--- config.mk ---
export PLATFORM = sky130hd
export DESIGN_NAME = up_down_counter_mod
export DESIGN_NICKNAME = d
export VERILOG_FILES = /design/src/rtl/up_down_counter_mod.sv
export SDC_FILE = /design/constraint.sdc
export NUM_CORES = 1
export LEC_CHECK = 0
export BUFFER_PORTS_ARGS = -buffer_cell sky130_fd_sc_hd__buf_2
export CAP_MARGIN = 20
export CORE_MARGIN = 3
export CORE_UTILIZATION = 40
export DETAILED_ROUTE_END_ITERATION = 10
export HOLD_SLACK_MARGIN = 0.12
export SYNTH_ARGS = -nofsm -noshare
export SYNTH_HDL_FRONTEND = slang
export SYNTH_SLANG_ARGS = --single-unit
--- constraint.sdc ---
create_clock -name clk -period 4.3 [get_ports clk]
set_clock_uncertainty 0.2 [all_clocks]
set_input_delay 0.645 -clock clk [delete_from_list [all_inputs] [get_ports clk]]
set_output_delay 0.645 -clock clk [all_outputs]
set_load 0.05 [all_outputs]
--- src/rtl/up_down_counter_mod.sv ---
// up_down_counter_mod
//   Parametrised synchronous modulo-MODULUS up/down counter with count enable,
//   direction control, parallel load, optional one-shot halt and a
//   terminal-count output for cascading stages.
//
// Parameters
//   WIDTH    count register width (>= 1)
//   MODULUS  count range 0..MODULUS-1, 2 <= MODULUS <= 2**WIDTH
//   ONESHOT  0: wrap at terminal, 1: halt at terminal until load/reset
//
// Ports
//   clk       in   rising-edge clock
//   reset     in   synchronous active-low reset
//   en        in   count enable
//   up_dn     in   1 = up, 0 = down
//   load      in   parallel load strobe
//   load_val  in   value to load (rejected if >= MODULUS)
//   count     out  registered count
//   tc        out  terminal count, combinational (feeds next stage en)
//   done      out  one-shot halted flag, registered
//   load_err  out  one-cycle pulse after a rejected load
module up_down_counter_mod #(
  parameter int     WIDTH   = 8,
  parameter longint MODULUS = longint'(1) << WIDTH,
  parameter bit     ONESHOT = 1'b0
) (
  input  logic             clk,
  input  logic             reset,
  input  logic             en,
  input  logic             up_dn,
  input  logic             load,
  input  logic [WIDTH-1:0] load_val,
  output logic [WIDTH-1:0] count,
  output logic             tc,
  output logic             done,
  output logic             load_err
);

  generate
    if (WIDTH < 1) begin : g_bad_width
      $fatal(1, "up_down_counter_mod: WIDTH must be >= 1");
    end
    if (MODULUS < 2 || MODULUS > (longint'(1) << WIDTH)) begin : g_bad_mod
      $fatal(1, "up_down_counter_mod: MODULUS out of range 2..2**WIDTH");
    end
  endgenerate

  // MODULUS itself needs WIDTH+1 bits when it equals 2**WIDTH; MODULUS-1
  // always fits in WIDTH bits, so the step arithmetic stays at WIDTH bits.
  localparam logic [WIDTH:0]   MOD_X = (WIDTH+1)'(MODULUS);
  localparam logic [WIDTH-1:0] TOP   = WIDTH'(MODULUS - 1);

  logic [WIDTH-1:0] term;
  logic             at_term;
  logic             load_ok;
  logic [WIDTH-1:0] step;

  assign term    = up_dn ? TOP : '0;
  assign at_term = (count == term);
  assign load_ok = ({1'b0, load_val} < MOD_X);
  assign tc      = en & ~load & ~done & at_term;

  // Wrapping step; count never exceeds TOP so count+1 cannot overflow.
  always_comb begin
    step = count;
    if (up_dn) step = (count == TOP) ? '0 : count + 1'b1;
    else       step = (count == '0) ? TOP : count - 1'b1;
  end

  always_ff @(posedge clk) begin
    if (!reset) begin
      count    <= '0;
      done     <= 1'b0;
      load_err <= 1'b0;
    end else begin
      load_err <= 1'b0;
      if (load) begin
        // Rejected loads leave count and done untouched.
        if (load_ok) begin
          count <= load_val;
          done  <= 1'b0;
        end else begin
          load_err <= 1'b1;
        end
      end else if (en && !done) begin
        // done can only ever be set in one-shot builds, so this gate is
        // a no-op for wrapping counters.
        if (ONESHOT && at_term) done  <= 1'b1;
        else                    count <= step;
      end
    end
  end

endmodule
* After elaboration in Yosys (flattened, before gate mapping)
Index checks and enable logic that the tools add are counted.
** Word-level totals
- Register bits :: 8
- Input port bits :: 13
** Cells by class
- $add $sub $neg :: 2
- Equal/unequal tests :: 2
- Muxes and demuxes :: 6
- Bitwise operators :: 3
- Reduce and logical (&&, ||, !) cells :: 2
** Operator list (number)
- $mux 8 :: 6
- $add 8x1->8 const B :: 1
- $eq 8x8->1 :: 1
- $eq 8x8->1 const B :: 1
- $logic_not 8->1 :: 1
- $sub 8x1->8 const B :: 1
- $and 1x1->1 :: 2
- $reduce_bool 2->1 :: 1
- $not 1->1 :: 1

* Logic depth before layout (Yosys ltp)
- Depth after elaboration :: 5
- Depth in mapped cells :: 7
- Gate-level depth less buffers :: 6

* Least setup slack after synthesis
No wires, ideal clock.
- Path type :: register to output
- Start :: reg count[2]
- End :: out tc
- Arrival time :: 2173 ps
- Data required time :: 3455 ps
- Setup slack :: 1282 ps
- Cell stages (with the launch flop) :: 6
- Buffers on the path :: 1
- Path through :: dfxtp_1 -> buf_2 -> nand4_1 -> nor2_1 -> nand4_1 -> a21oi_1
** Between the ends
- Cells in the longest elaborated chain, start to end :: 2
** RTL lines
- from (decl) :: RTL line 33 : output logic [WIDTH-1:0] count,
- from (signal assigned) :: RTL line 80 : count <= load_val;
- from (signal assigned) :: RTL line 89 : else count <= step;
- $eq 8x8->1 :: RTL line 59 : assign at_term = (count == term);
- $and 1x1->1 :: RTL line 61 : assign tc = en & ~load & ~done & at_term;
- to (decl) :: RTL line 34 : output logic tc,
Every way passes these cells.

* Worst setup path after layout
Ends and elaborated chain as after synthesis.

==> summary.txt <==
Timing
  – Fin crit share: 63.7%
  – Final Max Tran Viols: 0
  – Final hold violation count: 0
  – Sum of negative setup slack: 0 ns
  – Time the worst path needs with I/O delays and setup: 2.74 ns
  – Worst Max-Slew Pin Slew: 0.556 ns
  – RSZ-0062 raised after global routing: no
  – Final setup vio count: 0
  – Max Fclk: 365 MHz
  – Max_slew headroom: 62.7%

Synthesis
  – #FFs+latches synth: 8
  – Register area share after synthesis: 17.9%
  – Top cells by area, synth: dfxtp_1 (18%), o21ai_0 (5.6%), a21oi_1 (5.0%)
  – Count of cell types in the netlist: 46
  – Syn Inst Count: 129
  – Syn Std Cell Area: 897 sq um
  – Top-area cell type share of the netlist area: 17.9%
  – Synth warnings: 0
  – EDFF count, synth: 0
  – Complex-gate fraction of the synthesized area: 35.4%
  – Top FF cell, synth: dfxtp_1
  – Simple-gate portion of the synthesized area: 30.4%
  – Synth Area in Adders: 4.18%
  – Synth area leader: dfxtp_1
  – Avg Inst Size Synth: 6.95 sq um
  – Largest family of logic cells by synthesized area: compound AO/OA/AOI/OAI gates
  – Async set-or-reset flop fraction in the synthesized netlist: 0%
  – Post-synthesis mux area share: 1.12%
  – Post-Synth XOR/XNOR Area: 0.976%

Floorplanning
  – Starting Density: 43.9%
  – Die Wd: 53.4 microns
  – Die ar.: 2850 sq um
  – Row cnt: 16
  – Num ports: 24
  – Die height: 53.4 microns
  – Core area: 2040 sq um

Critical path
  – Crit path capture: tc
  – Maximum fanout along the worst path: 17
  – Critical Path AT: 1.89 ns
  – RR Endpoint: count[4]$_SDFFE_PN0P_
  – WP data required: 3.45 ns
  – Worst Path Class, Setup: reg -> out
  – Crit. Startpoint: count[2]$_SDFFE_PN0P_
  – Worst r2r src: count[0]$_SDFFE_PN0P_
  – Reg2reg setup slack: 2.15 ns
  – Critical path endpoint category: output port
  – Startpoint types: flip-flop
  – Worst Reg-to-Reg Cells: 6

Clock network
  – Clock Path Buffers: 2
  – Postcts setup bufs: 0
  – Clk Latency, worst-skew pair: 0.27 ns
  – CTS tree: done
  – Hold_buf cts: 0
  – CTS resizes: 0
  – Total CTS buffers: 3
  – Clock-pin slew on the worst setup and hold paths: 0.07 ns
  – Root Driver: clkbuf_4
  – H-tree lvl count: 1
  – CTS Sinks: 8

Global route
  – Remaining Overflow, GRT: 0
  – Largest net degree at the start of global routing: 22
  – Antenna violations before repair: 0
  – Tot GR Track Use: 21.4%
  – Vias in the first global route: 872
  – Global-route wire length before repair: 4380 microns

Min path
  – Hold_sp: load_val[1]
  – Worst min path class: in -> reg
  – Min-Delay Path Depth: 2

Route
  – First-pass iteration count of the detailed router: 4
  – Drt drc: 0
  – DR iter-0 viols: 41
  – Via Count: 1015
  – DR vias/cell: 6.11
  – Post-Route WL: 2560 microns
  – Remaining antenna violation count: 0
  – Drt wl/cell: 15.4 microns

Finish
  – Largest regs: count (8)
  – Max reg flops: 8
  – Antenna cells: 0
  – Layout cell share with drive strength beyond 1: 20.1%
  – Post-layout instance count excluding filler cells: 166
  – Synthesis-to-layout area growth: 10.9%
  – Largest Register: count
  – Final nets: 157

Pwr
  – Total Power: 0.269 mW
  – Power per cell area: 271 nW/um^2
  – VDD IR-drop max: 0.134 mV
  – P_leak: 0.400 nW

Place
  – Gpl congestion: 0.861
  – HPWL after DPL: 1790 microns
  – Placed cell count: 163
  – I/O Buffers: 21

Job
  – Max Cap Violations: 0

Run status
  – Status: finished, final reports clean
how the worst min path moves through the flow:
stage / slack [ns] / endpoint
floorplan: 0.58 / count[6]$_SDFFE_PN0P_
detailed placement: 0.47 / count[4]$_SDFFE_PN0P_
CTS: 0.39 / count[1]$_SDFFE_PN0P_
finish: 0.39 / count[1]$_SDFFE_PN0P_
global placement: 0.46 / count[4]$_SDFFE_PN0P_
global route: 0.41 / count[1]$_SDFFE_PN0P_
report_power, final:
part           internal, mW  switching, mW  leakage (nW)
registers            0.0801         0.0189        0.0663
clock network        0.0323         0.0322        0.0138
logic                0.0392         0.0667         0.319
total                 0.152          0.118         0.400
layout make-up:
cell class,count,area (sq um)
Fill cell,221,1050
Multi-Input combinational cell,102,654
Sequential cell,8,160
Timing Repair Buffer,21,105
Tap cell,27,33.8
Clock buffer,3,22.5
Inverter,5,18.8
layer usage:
metal  track usage, %  vias to the layer above  share of wire [%]
li1                 -                      502                  -
met4             8.94                        0               0.90
met5                0                        -                  0
met2             30.4                       33                 47
met3             3.38                        4                5.2
met1             31.2                      476                 46
per-stage QoR:
stage          cell area [sq um]  util [%]  setup WS [ns]  hold WS [ns]
2_1_floorplan                901         -           1.28         0.576
3_3_place_gp                 972      47.6           1.72         0.458
3_5_place_dp                 972      47.6           1.67         0.468
4_1_cts                      995      48.7           1.59         0.391
5_1_grt                      995      48.7           1.32         0.407
6_report                     995      48.7           1.56         0.392
synth_stat cells, drive strengths merged (3+ instances only):
master	count
nor3	4
inv	5
a21oi	9
nand2	9
or3	3
a31oi	4
nand4	5
clkbuf	10
nand2b	3
buf	5
nor2	7
a211o	3
dfxtp	8
o21ai	10
ha	3
nand3	4
worst max-delay path: stages, from the launching register on:
cell and delay [ns]:
dfxtp_1 0.64, nand4_1 0.28, nor2_1 0.17, nand4_1 0.10
a21oi_1 0.15, buf_2 0.28
cells in the final DEF (no fill, tap or decap), types with 3 or more instances in the layout:
cell,instances
nand4_1,5
inv_1,5
nand2_1,9
nand2b_1,3
ha_1,3
or3_1,3
a31oi_1,4
o21ai_0,10
nor3_1,4
a211o_1,3
buf_2,21
nor2_1,7
clkbuf_4,3
nand3_1,4
a21oi_1,9
dfxtp_1,8
kinds of logic (layout without fill, tap and decap cells):
logic type / count (synthesis) / in the layout
simple gates: 49 / 49
compound gates: 46 / 46
buf+inv: 20 / 29
flops: 8 / 8
fa+ha+maj: 3 / 3
other cells: 1 / 2
xor+xnor: 1 / 1
mux: 1 / 1
Power figures use the tool's default switching activity.
